==> src/rtl/fetch_queue.sv <==
// ---------------------------------------------------------------------------
// fetch_queue
//   Small FIFO between the fetch stage and decode. Each entry holds the PC and
//   the instruction word fetched at that PC. Misaligned PCs are refused and
//   latched in a sticky MISALIGN flag. FLUSH empties the queue on a redirect.
//
//   Handshake: a transfer happens on a rising edge when valid and ready are
//   both 1 and FLUSH is 0. PUSH_ready depends only on COUNT. A pop in the same
//   cycle does not raise it, so a full queue never passes a push through.
//
//   Parameters
//     DEPTH : number of entries (power of two, >= 2)
//     WIDTH : width of PC and instruction words
//
//   Ports
//     CLK, RESET                  clock, asynchronous active-low reset
//     PUSH_valid/ready/pc/instr   enqueue side (from fetch)
//     POP_valid/ready/pc/instr    dequeue side (to decode); zeros when empty
//     FLUSH                       discard all entries, priority over push/pop
//     COUNT                       number of valid entries
//     MISALIGN                    sticky: misaligned push was offered
//
//   Optional build macro
//     FETCH_QUEUE_BYPASS_EN : when the queue is empty, an offered aligned push
//       is shown on POP_* in the same cycle. If decode takes it that cycle,
//       the entry is not stored.
// ---------------------------------------------------------------------------
module fetch_queue #(
  parameter int DEPTH = 4,
  parameter int WIDTH = 32
) (
  input  logic                       CLK,
  input  logic                       RESET,
  input  logic                       PUSH_valid,
  output logic                       PUSH_ready,
  input  logic [WIDTH-1:0]           PUSH_pc,
  input  logic [WIDTH-1:0]           PUSH_instr,
  output logic                       POP_valid,
  input  logic                       POP_ready,
  output logic [WIDTH-1:0]           POP_pc,
  output logic [WIDTH-1:0]           POP_instr,
  input  logic                       FLUSH,
  output logic [$clog2(DEPTH):0]     COUNT,
  output logic                       MISALIGN
);

  localparam int AW = $clog2(DEPTH);
  localparam logic [AW:0] DEPTH_C = AW'(0) + (AW+1)'(DEPTH);

  logic [WIDTH-1:0] pc_mem_q    [DEPTH];
  logic [WIDTH-1:0] instr_mem_q [DEPTH];

  logic [AW-1:0] head_q, head_d;
  logic [AW-1:0] tail_q, tail_d;
  logic [AW:0]   count_q, count_d;
  logic          misalign_q, misalign_d;

  logic aligned;
  logic empty;
  logic push_ok;
  logic pop_ok;
  logic bypass_take;
  logic write_en;

  assign aligned = (PUSH_pc[1:0] == 2'b00);
  assign empty   = (count_q == '0);

  assign PUSH_ready = (count_q < DEPTH_C);
  assign COUNT      = count_q;
  assign MISALIGN   = misalign_q;

  assign push_ok = PUSH_valid && PUSH_ready && !FLUSH && aligned;
  // A stored-entry pop; the empty-queue bypass is handled separately.
  assign pop_ok  = !empty && POP_ready && !FLUSH;

`ifdef FETCH_QUEUE_BYPASS_EN
  // Entry handed straight to decode from an empty queue is never written.
  assign bypass_take = push_ok && empty && POP_ready;
`else
  assign bypass_take = 1'b0;
`endif

  assign write_en = push_ok && !bypass_take;

  // Head-of-queue view; zeros while empty so stale storage is never visible.
  always_comb begin
    POP_valid = !empty;
    POP_pc    = empty ? '0 : pc_mem_q[head_q];
    POP_instr = empty ? '0 : instr_mem_q[head_q];
`ifdef FETCH_QUEUE_BYPASS_EN
    if (empty && PUSH_valid && aligned) begin
      POP_valid = 1'b1;
      POP_pc    = PUSH_pc;
      POP_instr = PUSH_instr;
    end
`endif
  end

  always_comb begin
    head_d     = head_q;
    tail_d     = tail_q;
    count_d    = count_q;
    misalign_d = misalign_q;
    if (FLUSH) begin
      head_d     = '0;
      tail_d     = '0;
      count_d    = '0;
      misalign_d = 1'b0;
    end else begin
      // Pointer width equals log2(DEPTH), so increments wrap naturally.
      if (pop_ok)   head_d = head_q + 1'b1;
      if (write_en) tail_d = tail_q + 1'b1;
      case ({write_en, pop_ok})
        2'b10:   count_d = count_q + 1'b1;
        2'b01:   count_d = count_q - 1'b1;
        default: count_d = count_q;
      endcase
    end
    // A misaligned offer sets the flag even in a flush cycle.
    if (PUSH_valid && !aligned) misalign_d = 1'b1;
  end

  always_ff @(posedge CLK or negedge RESET) begin
    if (!RESET) begin
      head_q     <= '0;
      tail_q     <= '0;
      count_q    <= '0;
      misalign_q <= 1'b0;
    end else begin
      head_q     <= head_d;
      tail_q     <= tail_d;
      count_q    <= count_d;
      misalign_q <= misalign_d;
    end
  end

  // Storage is not reset; empty-gating on POP_* hides its contents.
  always_ff @(posedge CLK) begin
    if (RESET && write_en) begin
      pc_mem_q[tail_q]    <= PUSH_pc;
      instr_mem_q[tail_q] <= PUSH_instr;
    end
  end

endmodule

==> config.mk <==
export PLATFORM = sky130hd
export DESIGN_NAME = fetch_queue
export DESIGN_NICKNAME = d
export VERILOG_FILES = /design/src/rtl/fetch_queue.sv
export SDC_FILE = /design/constraint.sdc
export NUM_CORES = 1
export LEC_CHECK = 0
export CORE_ASPECT_RATIO = 2
export CORE_UTILIZATION = 30
export CTS_CLUSTER_DIAMETER = 80
export DETAILED_ROUTE_END_ITERATION = 12
export GPL_TIMING_DRIVEN = 0
export PLACE_DENSITY = 0.59
export SLEW_MARGIN = 20
export SYNTH_ARGS = -nofsm -noshare
export SYNTH_HDL_FRONTEND = slang
export SYNTH_SLANG_ARGS = --single-unit
==> constraint.sdc <==
create_clock -name CLK -period 4.9 [get_ports CLK]
set_clock_uncertainty 0.1 [all_clocks]
set_input_delay 0.49 -clock CLK [delete_from_list [all_inputs] [get_ports CLK]]
set_output_delay 0.49 -clock CLK [all_outputs]
set_load 0.05 [all_outputs]
==> metrics.txt <==
Detailed Routing Iterations Pass 1=4; net load switching power=2.69 mW; num rows=between 90 and 100; detailed placement HPWL=roughly 14,000 um; delay of the slowest critical-path stage=0.81 ns; sequential share of power=0.348; final standard cell area without fillers=13,000 um2; Post-synth EDFFs=256; met2 GRT Util=0.252; data arrival time of the critical path=3.48 ns; number of warning messages in the yosys log=0; fraction of layout cells with a size suffix above 1=0.188; starting density of the core=0.303; TritonCTS clock tree=built; peak supply drop=0.423 mV; CTS Buf Count=25; most common cell after layout, fill and taps aside=sky130_fd_sc_hd__edfxtp_1; FF+latch count, synth=around 260; post-synthesis sequential area ratio=0.776; Post-Synthesis Net Count=around 530; placer congestion estimate=0.695; proportion of total power due to net switching=0.370; ratio of routed vias to standard cells=4.57; Post-Synthesis Cells=458; Max Clock Freq=246 MHz; aggregate negative setup slack=0 ns; final worst path period share=0.830; Root Buffer Master=sky130_fd_sc_hd__clkbuf_16; mapped cell area=10,200 um2; number of post-CTS setup repair buffers=0; antenna violations before repair=1; slowest CP cell=sky130_fd_sc_hd__clkdlybuf4s50_1; clk buf depth=3; Chip Height=around 260 um; share of async-settable or async-resettable flops after synthesis=0.0303; total power per unit cell area=about 560 nW/um2; CP delay by family, top=buffers and inverters; most utilized layer in the global route result=met2; first-pass GRT wire length=33,900 um; result of the run=finished, final reports clean; buffer and inverter count on the worst path=4; critical path type=flop to output port; combinational share of power=0.402; Fin. Hold Viols=0; post-synthesis average cell area=22.2 um2; synth unique cells=32; count of vias placed by the detailed router=4,940; H-tree depth=1; Setup WS pre-CTS=about 1.2 ns; kind of end point of the critical path=output port; number of max-cap violations=0; Final ANT Viol Nets=0; Area Overhead vs Synth=27.4%; required time at the endpoint of the critical path=4.31 ns; internal power=approximately 4.6 mW; total global routing track utilization=0.130; drt wl/cell=20.4 um; path class of the lowest-slack min-delay path=primary input to asynchronous set/reset pin; commonest register cell after synthesis=sky130_fd_sc_hd__edfxtp_1; Cell Area, Placed=12,200 um2; Residual DRC=0; Min Clock Period, post-route=4.07 ns; CP dominant cell by count=sky130_fd_sc_hd__clkbuf_1; part of the power in the clock network=0.250; largest net degree at the start of global routing=34; input/output buffers=138; Core Area=33,500 um2; Slew Viols, Final=0; fin nets=approximately 700; met3 Track Usage GR=0.0204; global routing met1 resource utilization=0.137; Resized cells post-CTS=0; setup-violating endpoint count in the final report=0; crit path max fanout=10; leakage power summed over all cells=4.04 nW; number of primary I/O pins=approximately 140; number of clock sinks=about 260; final setup slack of the worst path=between 0.8 and 0.9 ns; element type at the critical path start=flop; hold buffer count at CTS=0; commonest cells after routing, fill and taps aside=sky130_fd_sc_hd__edfxtp_1, sky130_fd_sc_hd__clkdlybuf4s50_1, sky130_fd_sc_hd__mux4_2, sky130_fd_sc_hd__and2_1, sky130_fd_sc_hd__clkbuf_16; gr ovfl total=0; number of antenna cells inserted=0; 1st-iter DRT viols=approximately 320; RSZ-0062 raised after global routing=false; headroom to the max-slew limit=0.477; slew at the pin closest to its max-slew limit=0.785 ns; Die Area=34,700 um2; aggregate routed wire length=22,000 um; Die X=~130 um; total design power=7.26 mW; via count of the first global-routing pass=5,719; later-pin clock latency in the skew report=0.53 ns; clock transition at the registers of the reported paths=approximately 0.070 ns; critical path, cell by cell=or3_1, clkbuf_1, clkbuf_1, clkbuf_1, and2_1, clkdlybuf4s50_1
final cells by class:
class	instances	area, um2
Sequential cell	264	7890
Clock buffer	31	648
Tap cell	436	546
Inverter	4	15.0
Timing Repair Buffer	142	1460
Buffer	24	110
Multi-Input combinational cell	166	2180
Clock inverter	14	109
Fill cell	3086	20600
cells by family after synthesis:
group,synth area share
AND/OR/NAND/NOR,0.0514
multiplexers,0.146
flip-flops,0.776
adder cells (fa/ha/maj),0.00689
XOR/XNOR,0.00332
buffers and inverters,0.0123
AO/OA/AOI/OAI,0.00443
cells in the mapped netlist, types with 3 or more instances:
cell type                  number  area, um2
sky130_fd_sc_hd__mux4_2        64       1440
sky130_fd_sc_hd__and3_1         4       25.0
sky130_fd_sc_hd__buf_1          3       11.3
sky130_fd_sc_hd__inv_1          4       15.0
sky130_fd_sc_hd__nor2_1         6       22.5
sky130_fd_sc_hd__buf_2          7       35.0
sky130_fd_sc_hd__and2_1        64        400
sky130_fd_sc_hd__dfrtp_1        8        200
sky130_fd_sc_hd__clkbuf_1      12       45.0
sky130_fd_sc_hd__edfxtp_1     256       7690
sky130_fd_sc_hd__ha_1           4       50.1
worst register-to-register path, cell delays in order (launching register included):
cell	delay, ns
sky130_fd_sc_hd__dfrtp_1	0.44
sky130_fd_sc_hd__or4b_4	0.61
sky130_fd_sc_hd__nor2_4	0.14
sky130_fd_sc_hd__buf_6	0.16
sky130_fd_sc_hd__nor3_1	0.06
sky130_fd_sc_hd__fa_1	0.41
sky130_fd_sc_hd__nand3b_1	0.19
sky130_fd_sc_hd__a2bb2oi_2	0.15
sky130_fd_sc_hd__mux2_1	0.32
routing by layer:
metal  vias to the layer above  part of all wire
met5                         -           0.00059
met4                         2             0.030
met3                        36             0.039
met2                       111              0.57
met1                      2598              0.36
li1                       2193                 -
per-stage QoR:
| stage | hold WS [ns] | cells | util |
|---|---|---|---|
| after floorplan | 0.0944 | 458 | - |
| after global placement | 0.453 | 1032 | 0.361 |
| after detailed placement | 0.434 | 1036 | 0.364 |
| after CTS | 0.178 | 1081 | 0.386 |
| after global routing | 0.214 | 1081 | 0.386 |
| final | 0.208 | 1081 | 0.386 |
path summary, 6_finish.rpt:
kind / from / end / slack (ns) / cells after the start
max in group asynchronous: RESET / tail_q[0]$_DFFE_PN0P_ / 4.11 / 1
worst max-delay path: COUNT[0]$_DFFE_PN0P_ / POP_instr[8] / 0.83 / 6
worst min-delay path: RESET / MISALIGN$_DFFE_PN0P_ / 0.21 / 1
min in group CLK: MISALIGN$_DFFE_PN0P_ / MISALIGN$_DFFE_PN0P_ / 0.44 / 2
worst min register to register: MISALIGN$_DFFE_PN0P_ / MISALIGN$_DFFE_PN0P_ / 0.44 / 2
worst max register to register: COUNT[2]$_DFFE_PN0P_ / COUNT[2]$_DFFE_PN0P_ / 2.20 / 8
sequential cells by signal, summed over array words and instances, names as in the netlist:
signal,count
pc_mem_q,128
MISALIGN,1
COUNT,3
tail_q,2
head_q,2
instr_mem_q,128
power groups by stage:
stage,Combinational (mW),Clock (mW),Sequential (mW)
2_1_floorplan,1.94,0,2.60
3_3_place_gp,2.95,0,2.57
3_5_place_dp,2.98,0,2.58
4_1_cts,2.99,1.87,2.53
5_1_grt,3.09,1.94,2.53
6_report,2.92,1.81,2.53
(Power assumes the default switching activity.)
